===== src/rtl/riscv_mem_arbiter_pkg.sv =====
// riscv_mem_arbiter_pkg
// Shared definitions for the instruction/data memory arbiter: default bus
// widths, wait-counter width, requester bit positions and FSM state encoding.
package riscv_mem_arbiter_pkg;

    localparam int unsigned ADDR_W_DEFAULT = 32;
    localparam int unsigned DATA_W_DEFAULT = 32;

    // Wait counter width; bounds the legal TIMEOUT range to 2..255.
    localparam int unsigned CNT_W = 8;

    // Bit positions of each requester in the picker request/grant vectors.
    localparam int unsigned REQ_INST = 0;
    localparam int unsigned REQ_DATA = 1;

    typedef enum logic [1:0] {
        StIdle = 2'd0,
        StInst = 2'd1,
        StData = 2'd2
    } arb_state_e;

endpackage


===== src/rtl/riscv_arb_rr2.sv =====
// riscv_arb_rr2
// Two-way round-robin picker, purely combinational.
// Ports:
//   req   [1:0]  requests, bit REQ_INST = instruction, bit REQ_DATA = data
//   last         1 when the data side won the previous grant
//   grant [1:0]  one-hot grant (all zero when nothing requests)
module riscv_arb_rr2
    import riscv_mem_arbiter_pkg::*;
(
    input  logic [1:0] req,
    input  logic       last,
    output logic [1:0] grant
);

    always_comb begin
        grant = 2'b00;
        if (req[REQ_INST] && req[REQ_DATA]) begin
            // Conflict: favour whichever side did not win last time.
            if (last) begin
                grant[REQ_INST] = 1'b1;
            end else begin
                grant[REQ_DATA] = 1'b1;
            end
        end else begin
            grant = req;
        end
    end

endmodule


===== src/rtl/riscv_mem_arbiter.sv =====
// riscv_mem_arbiter
// Arbitrates one shared memory port between the instruction fetch and the
// load/store requesters. One owner at a time, round-robin on conflict, with a
// wait-cycle timeout that aborts a stuck access and pulses err_o.
// Ports:
//   clk, rst                         clock, async active-high reset
//   inst_ce_i/inst_addr_i            instruction read request
//   inst_o/inst_busy_o               instruction data, stall while pending
//   data_ce_i/data_we_i/data_addr_i/data_i   data request
//   data_o/data_busy_o               load data, stall while pending
//   mem_ce_o/mem_we_o/mem_addr_o/mem_wdata_o shared memory request
//   mem_rdata_i/mem_ready_i          memory read data, completion strobe
//   err_o                            one-cycle pulse on timeout abort
module riscv_mem_arbiter
    import riscv_mem_arbiter_pkg::*;
#(
    parameter int unsigned ADDR_W  = ADDR_W_DEFAULT,
    parameter int unsigned DATA_W  = DATA_W_DEFAULT,
    parameter int unsigned TIMEOUT = 16
) (
    input  logic              clk,
    input  logic              rst,
    input  logic              inst_ce_i,
    input  logic [ADDR_W-1:0] inst_addr_i,
    output logic [DATA_W-1:0] inst_o,
    output logic              inst_busy_o,
    input  logic              data_ce_i,
    input  logic              data_we_i,
    input  logic [ADDR_W-1:0] data_addr_i,
    input  logic [DATA_W-1:0] data_i,
    output logic [DATA_W-1:0] data_o,
    output logic              data_busy_o,
    output logic              mem_ce_o,
    output logic              mem_we_o,
    output logic [ADDR_W-1:0] mem_addr_o,
    output logic [DATA_W-1:0] mem_wdata_o,
    input  logic [DATA_W-1:0] mem_rdata_i,
    input  logic              mem_ready_i,
    output logic              err_o
);

    localparam logic [CNT_W-1:0] CntLast = CNT_W'(TIMEOUT - 1);

    arb_state_e        state_q;
    logic              last_data_q;
    logic [CNT_W-1:0]  cnt_q;
    logic [DATA_W-1:0] inst_hold_q;
    logic [DATA_W-1:0] data_hold_q;

    logic       own_inst;
    logic       own_data;
    logic       owned;
    logic       abort;
    logic       done;
    logic       decide;
    logic [1:0] req;
    logic [1:0] grant;

    assign own_inst = (state_q == StInst);
    assign own_data = (state_q == StData);
    assign owned    = own_inst | own_data;

    // Abort in the owned cycle where the counter already sits at TIMEOUT-1.
    assign abort  = owned & ~mem_ready_i & (cnt_q == CntLast);
    assign done   = owned & (mem_ready_i | abort);
    // Regrant from IDLE or on any completion so ownerships run back-to-back.
    assign decide = ~owned | done;

    assign req[REQ_INST] = inst_ce_i;
    assign req[REQ_DATA] = data_ce_i;

    riscv_arb_rr2 u_rr2 (
        .req   (req),
        .last  (last_data_q),
        .grant (grant)
    );

    always_ff @(posedge clk or posedge rst) begin
        if (rst) begin
            state_q     <= StIdle;
            last_data_q <= 1'b0;
            cnt_q       <= '0;
            inst_hold_q <= '0;
            data_hold_q <= '0;
        end else begin
            if (decide) begin
                cnt_q <= '0;
                if (grant[REQ_DATA]) begin
                    state_q     <= StData;
                    last_data_q <= 1'b1;
                end else if (grant[REQ_INST]) begin
                    state_q     <= StInst;
                    last_data_q <= 1'b0;
                end else begin
                    state_q <= StIdle;
                end
            end else begin
                cnt_q <= cnt_q + 1'b1;
            end
            if (own_inst && mem_ready_i) begin
                inst_hold_q <= mem_rdata_i;
            end
            if (own_data && mem_ready_i && !data_we_i) begin
                data_hold_q <= mem_rdata_i;
            end
        end
    end

    assign mem_ce_o = owned;
    assign mem_we_o = own_data & data_we_i;
    assign err_o    = abort;

    always_comb begin
        mem_addr_o  = '0;
        mem_wdata_o = '0;
        if (own_inst) begin
            mem_addr_o = inst_addr_i;
        end else if (own_data) begin
            mem_addr_o  = data_addr_i;
            mem_wdata_o = data_i;
        end
    end

    assign inst_busy_o = inst_ce_i & ~(own_inst & done);
    assign data_busy_o = data_ce_i & ~(own_data & done);

    // Read data bypasses the hold register in the completion cycle.
    assign inst_o = (own_inst && mem_ready_i) ? mem_rdata_i : inst_hold_q;
    assign data_o = (own_data && mem_ready_i && !data_we_i) ? mem_rdata_i : data_hold_q;

endmodule


===== config.mk =====
export PLATFORM = sky130hd
export DESIGN_NAME = riscv_mem_arbiter
export DESIGN_NICKNAME = d
export VERILOG_FILES = /design/src/rtl/riscv_mem_arbiter_pkg.sv /design/src/rtl/riscv_arb_rr2.sv /design/src/rtl/riscv_mem_arbiter.sv
export SDC_FILE = /design/constraint.sdc
export NUM_CORES = 1
export LEC_CHECK = 0
export CORE_MARGIN = 2
export CORE_UTILIZATION = 32
export CTS_BUF_LIST = sky130_fd_sc_hd__clkbuf_4
export CTS_CLUSTER_SIZE = 28
export DETAILED_ROUTE_END_ITERATION = 12
export HOLD_SLACK_MARGIN = 0.1
export PLACE_DENSITY = 0.8
export SLEW_MARGIN = 20
export SYNTH_ARGS = -nofsm -noshare
export SYNTH_HDL_FRONTEND = slang
export SYNTH_SLANG_ARGS = --single-unit
export TNS_END_PERCENT = 5

===== constraint.sdc =====
create_clock -name clk -period 2.5 [get_ports clk]
set_input_delay 0.75 -clock clk [delete_from_list [all_inputs] [get_ports clk]]
set_output_delay 0.75 -clock clk [all_outputs]
set_load 0.02 [all_outputs]

==> flow_metrics.env, run 1 <==
export IMPL_status="finished with violations"
export IMPL_violations="setup timing"
export IMPL_hp_class="flip-flop to flip-flop"
export IMPL_setup_violations=93
export IMPL_num_nets_final=714
export IMPL_total_power_mw=7.69
export IMPL_worst_setup_path_startpoint="state_q[0]$_DFFE_PP0N_"
export IMPL_clkSinkCount=75
export IMPL_grt_antenna_before_repair=1
export IMPL_syn_to_final_growth_pct=93.6
export IMPL_placement_rows=38
export IMPL_clk_latency_ns=0.42
export IMPL_cts_buffer_depth=2
export IMPL_rsz0062_at_grt="true"
export IMPL_placement_setup_worst_slack_ns=-0.818
export IMPL_wl_mm=13.5
export IMPL_asr_flop_ratio_synth_pct=100
export IMPL_die_height_um=109
export IMPL_worst_setup_path_end_kind="output port"
export IMPL_grt_usage_pct=21.2
export IMPL_avgViaCountPerCell=4.84
export IMPL_hold_path_end="inst_hold_q[18]$_DFF_PP0_"
export IMPL_gp_routability_congestion=0.768
export IMPL_cts_max_level=3
export IMPL_end_of_the_worst_register_to_register_path="state_q[1]$_DFFE_PP0N_"
export IMPL_drc_errors=0
export IMPL_syn_avg_cell_area_um2=12.7
export IMPL_wire_per_inst_um=18.6
export IMPL_starting_density_of_the_core_pct=32.7
export IMPL_crit_path_start_kind="flip-flop"
export IMPL_min_delay_path_depth=1
export IMPL_filler_cell_count=872
export IMPL_synth_edff_count=0
export IMPL_maximum_number_of_pins_on_one_net_before_global_route_repair=76
export IMPL_worst_r2r_path_depth=4
export IMPL_detailedRoute_firstPassIterationCount=4
export IMPL_number_of_cts_inserted_buffers=9
export IMPL_synthesis_warning_total=0
export IMPL_core_area_um2=10800
export IMPL_power_leakage_nw=3.35
export IMPL_cp_data_arrival_time_ns=2.02
export IMPL_synth_ff_type="dfrtp_1"
export IMPL_clock_root_cell="clkbuf_4"
export IMPL_grt_pass1_vias=3640
export IMPL_regToRegSetupSlack_ns=0.70
export IMPL_critical_path_class="flip-flop to output port"
export IMPL_routed_via_count=3498
export IMPL_final_critical_path_setup_slack_ns=-0.266
export IMPL_worstMarginPinSlew_ns=0.404
export IMPL_worst_ep_required_time_ns=1.75
export IMPL_drive_gt1_share_pct=46.1
export IMPL_global_route_wire_length_before_repair_mm=19.3
export IMPL_drtAntennaViolNets=0
export IMPL_netlist_cell_type_count=33
export IMPL_cellPowerDensity_nw_per_um2=1130
export IMPL_most_common_cell_after_layout_fill_and_taps_aside="clkdlybuf4s50_1"
export IMPL_multiInputGateArea_um2=1740
export IMPL_maxClockFrequency_mhz=362
export IMPL_die_area_um2=11900
export IMPL_globalRouteOverflowTotal=0
export IMPL_final_util_pct=63.3
export IMPL_clkTransAtPathRegs_ns=0.12
export IMPL_final_period_utilization_pct=111
export IMPL_storage_cell_area_um2=1880
export IMPL_ys_seq_area_share_pct=53.1
export IMPL_hold_viol=0
export IMPL_dp_hpwl_mm=9.63
export IMPL_clock_period_minus_final_worst_setup_slack_ns=2.77
export IMPL_worst_ir_drop_vdd_uv=592
export IMPL_io_pins=267
export IMPL_ys_ff_latch=75
export IMPL_finalClockSkew_ns=0.0235
export IMPL_timing_max_transition_violations_final=0
export IMPL_initialDrtViolationCount=192
export IMPL_finalSetupTns_ns=-10.97
export IMPL_netlist_area_um2=3530
export IMPL_buffer_ports_inserted=266
export IMPL_crit_fanout=8
export IMPL_postSynthNetCount=416
export IMPL_hold_start="inst_hold_q[18]$_DFF_PP0_"
export IMPL_most_frequent_cells_in_the_layout="clkdlybuf4s50_1 (131), dfrtp_1 (75), buf_4 (60)"
export IMPL_tritoncts_clock_tree="yes"
export IMPL_floorplan_die_width_um=109
export IMPL_reported_max_cap_violation_count=0
export IMPL_netlist_instances=279
export IMPL_slew_headroom_pct=73.0
export IMPL_regToRegStartpoint="cnt_q[7]$_DFF_PP0_"
## worst max-delay path by stage
stage                     cells past startpoint    endpoint
final                                         7  data_o[29]
after global routing                          7  data_o[29]
after global placement                        5       err_o
after floorplan                               3       err_o
after detailed placement                      5   data_o[1]
after CTS                                     8  data_o[18]
## Yosys cell counts, drive strengths merged, types with 2 or more instances
cell type / instances / area (µm²)
nand3: 3 / 27.5
buf: 6 / 30.0
ha: 3 / 37.5
o31a: 2 / 17.5
dfrtp: 75 / 1880
inv: 8 / 30.0
and2: 2 / 12.5
nor2: 4 / 15.0
mux2: 65 / 736
nand2: 4 / 15.0
a22o: 33 / 289
clkbuf: 14 / 52.6
or3: 3 / 18.8
and3: 33 / 206
a21oi: 6 / 30.0
o21ai: 4 / 31.3
## cell families after synthesis
group           Yosys count  share of synthesized area [%]
xor+xnor                  1                          0.248
buf+inv                  28                           3.19
mux                      66                           21.1
fa+ha+maj                 3                           1.06
simple gates             56                           9.74
compound gates           50                           11.5
flops                    75                           53.1
## power breakdown
part	internal [mW]	switching, mW
clock	0.301	0.430
combinational	2.48	2.56
sequential	1.76	0.163
## flip-flops by register name (all words and copies together) (netlist names)
signal / cells
data_hold_q: 32
state_q: 2
inst_hold_q: 32
cnt_q: 8
last_data_q: 1
## critical path, cell delays in order (launching register included)
cell	delay [ns]
dfrtp_1	0.44
inv_2	0.10
ha_4	0.15
nand3b_1	0.13
buf_6	0.17
clkbuf_16	0.17
mux2_4	0.32
buf_6	0.14
## area by class of cell
cell class / instances / area share, %
repair buffers: 307 / 42.0
flip-flops and latches: 75 / 27.5
multi-input cells: 176 / 25.5
well taps: 140 / 2.56
clock buffers: 9 / 0.988
clock inverters: 6 / 0.952
inverters: 8 / 0.494
diodes: 1 / 0.0366
## metrics by stage
step,hold WS [ns],instances,area (µm²)
after floorplan,0.471,279,3540
after global placement,0.476,695,6570
after detailed placement,0.483,695,6570
after CTS,0.509,719,6770
after global routing,0.527,721,6830
final,0.505,722,6840
## per-layer routing
metal	track usage, %	share of wire [%]
met2	35.7	49
met5	0	0.097
met3	6.93	9.1
met1	26.7	41
met4	4.03	0.68
## what timing repair did
action / in CTS / in global routing
setup buffers: 5 / 2
hold buffers: 0 / 0
gates resized for setup: 475 / 218
pin swaps: 4 / 3
endpoints found under the hold margin: 0 / 0
cloned: 4 / 1
endpoints found under the setup margin: 133 / 132
No activity file was read; power rests on OpenSTA's default activity.
==> run 2: changes to the inputs <==
--- a/config.mk
+++ b/config.mk
@@ -5,9 +5,11 @@
 export SDC_FILE = /design/constraint.sdc
 export NUM_CORES = 1
 export LEC_CHECK = 0
+export CAP_MARGIN = 15
 export CORE_MARGIN = 2
 export CORE_UTILIZATION = 32
 export CTS_BUF_LIST = sky130_fd_sc_hd__clkbuf_4
+export CTS_CLUSTER_DIAMETER = 60
 export CTS_CLUSTER_SIZE = 28
 export DETAILED_ROUTE_END_ITERATION = 12
 export HOLD_SLACK_MARGIN = 0.1
==> results of run 2 <==
The final DEF is identical to that of run 1; final timing and power are the same.
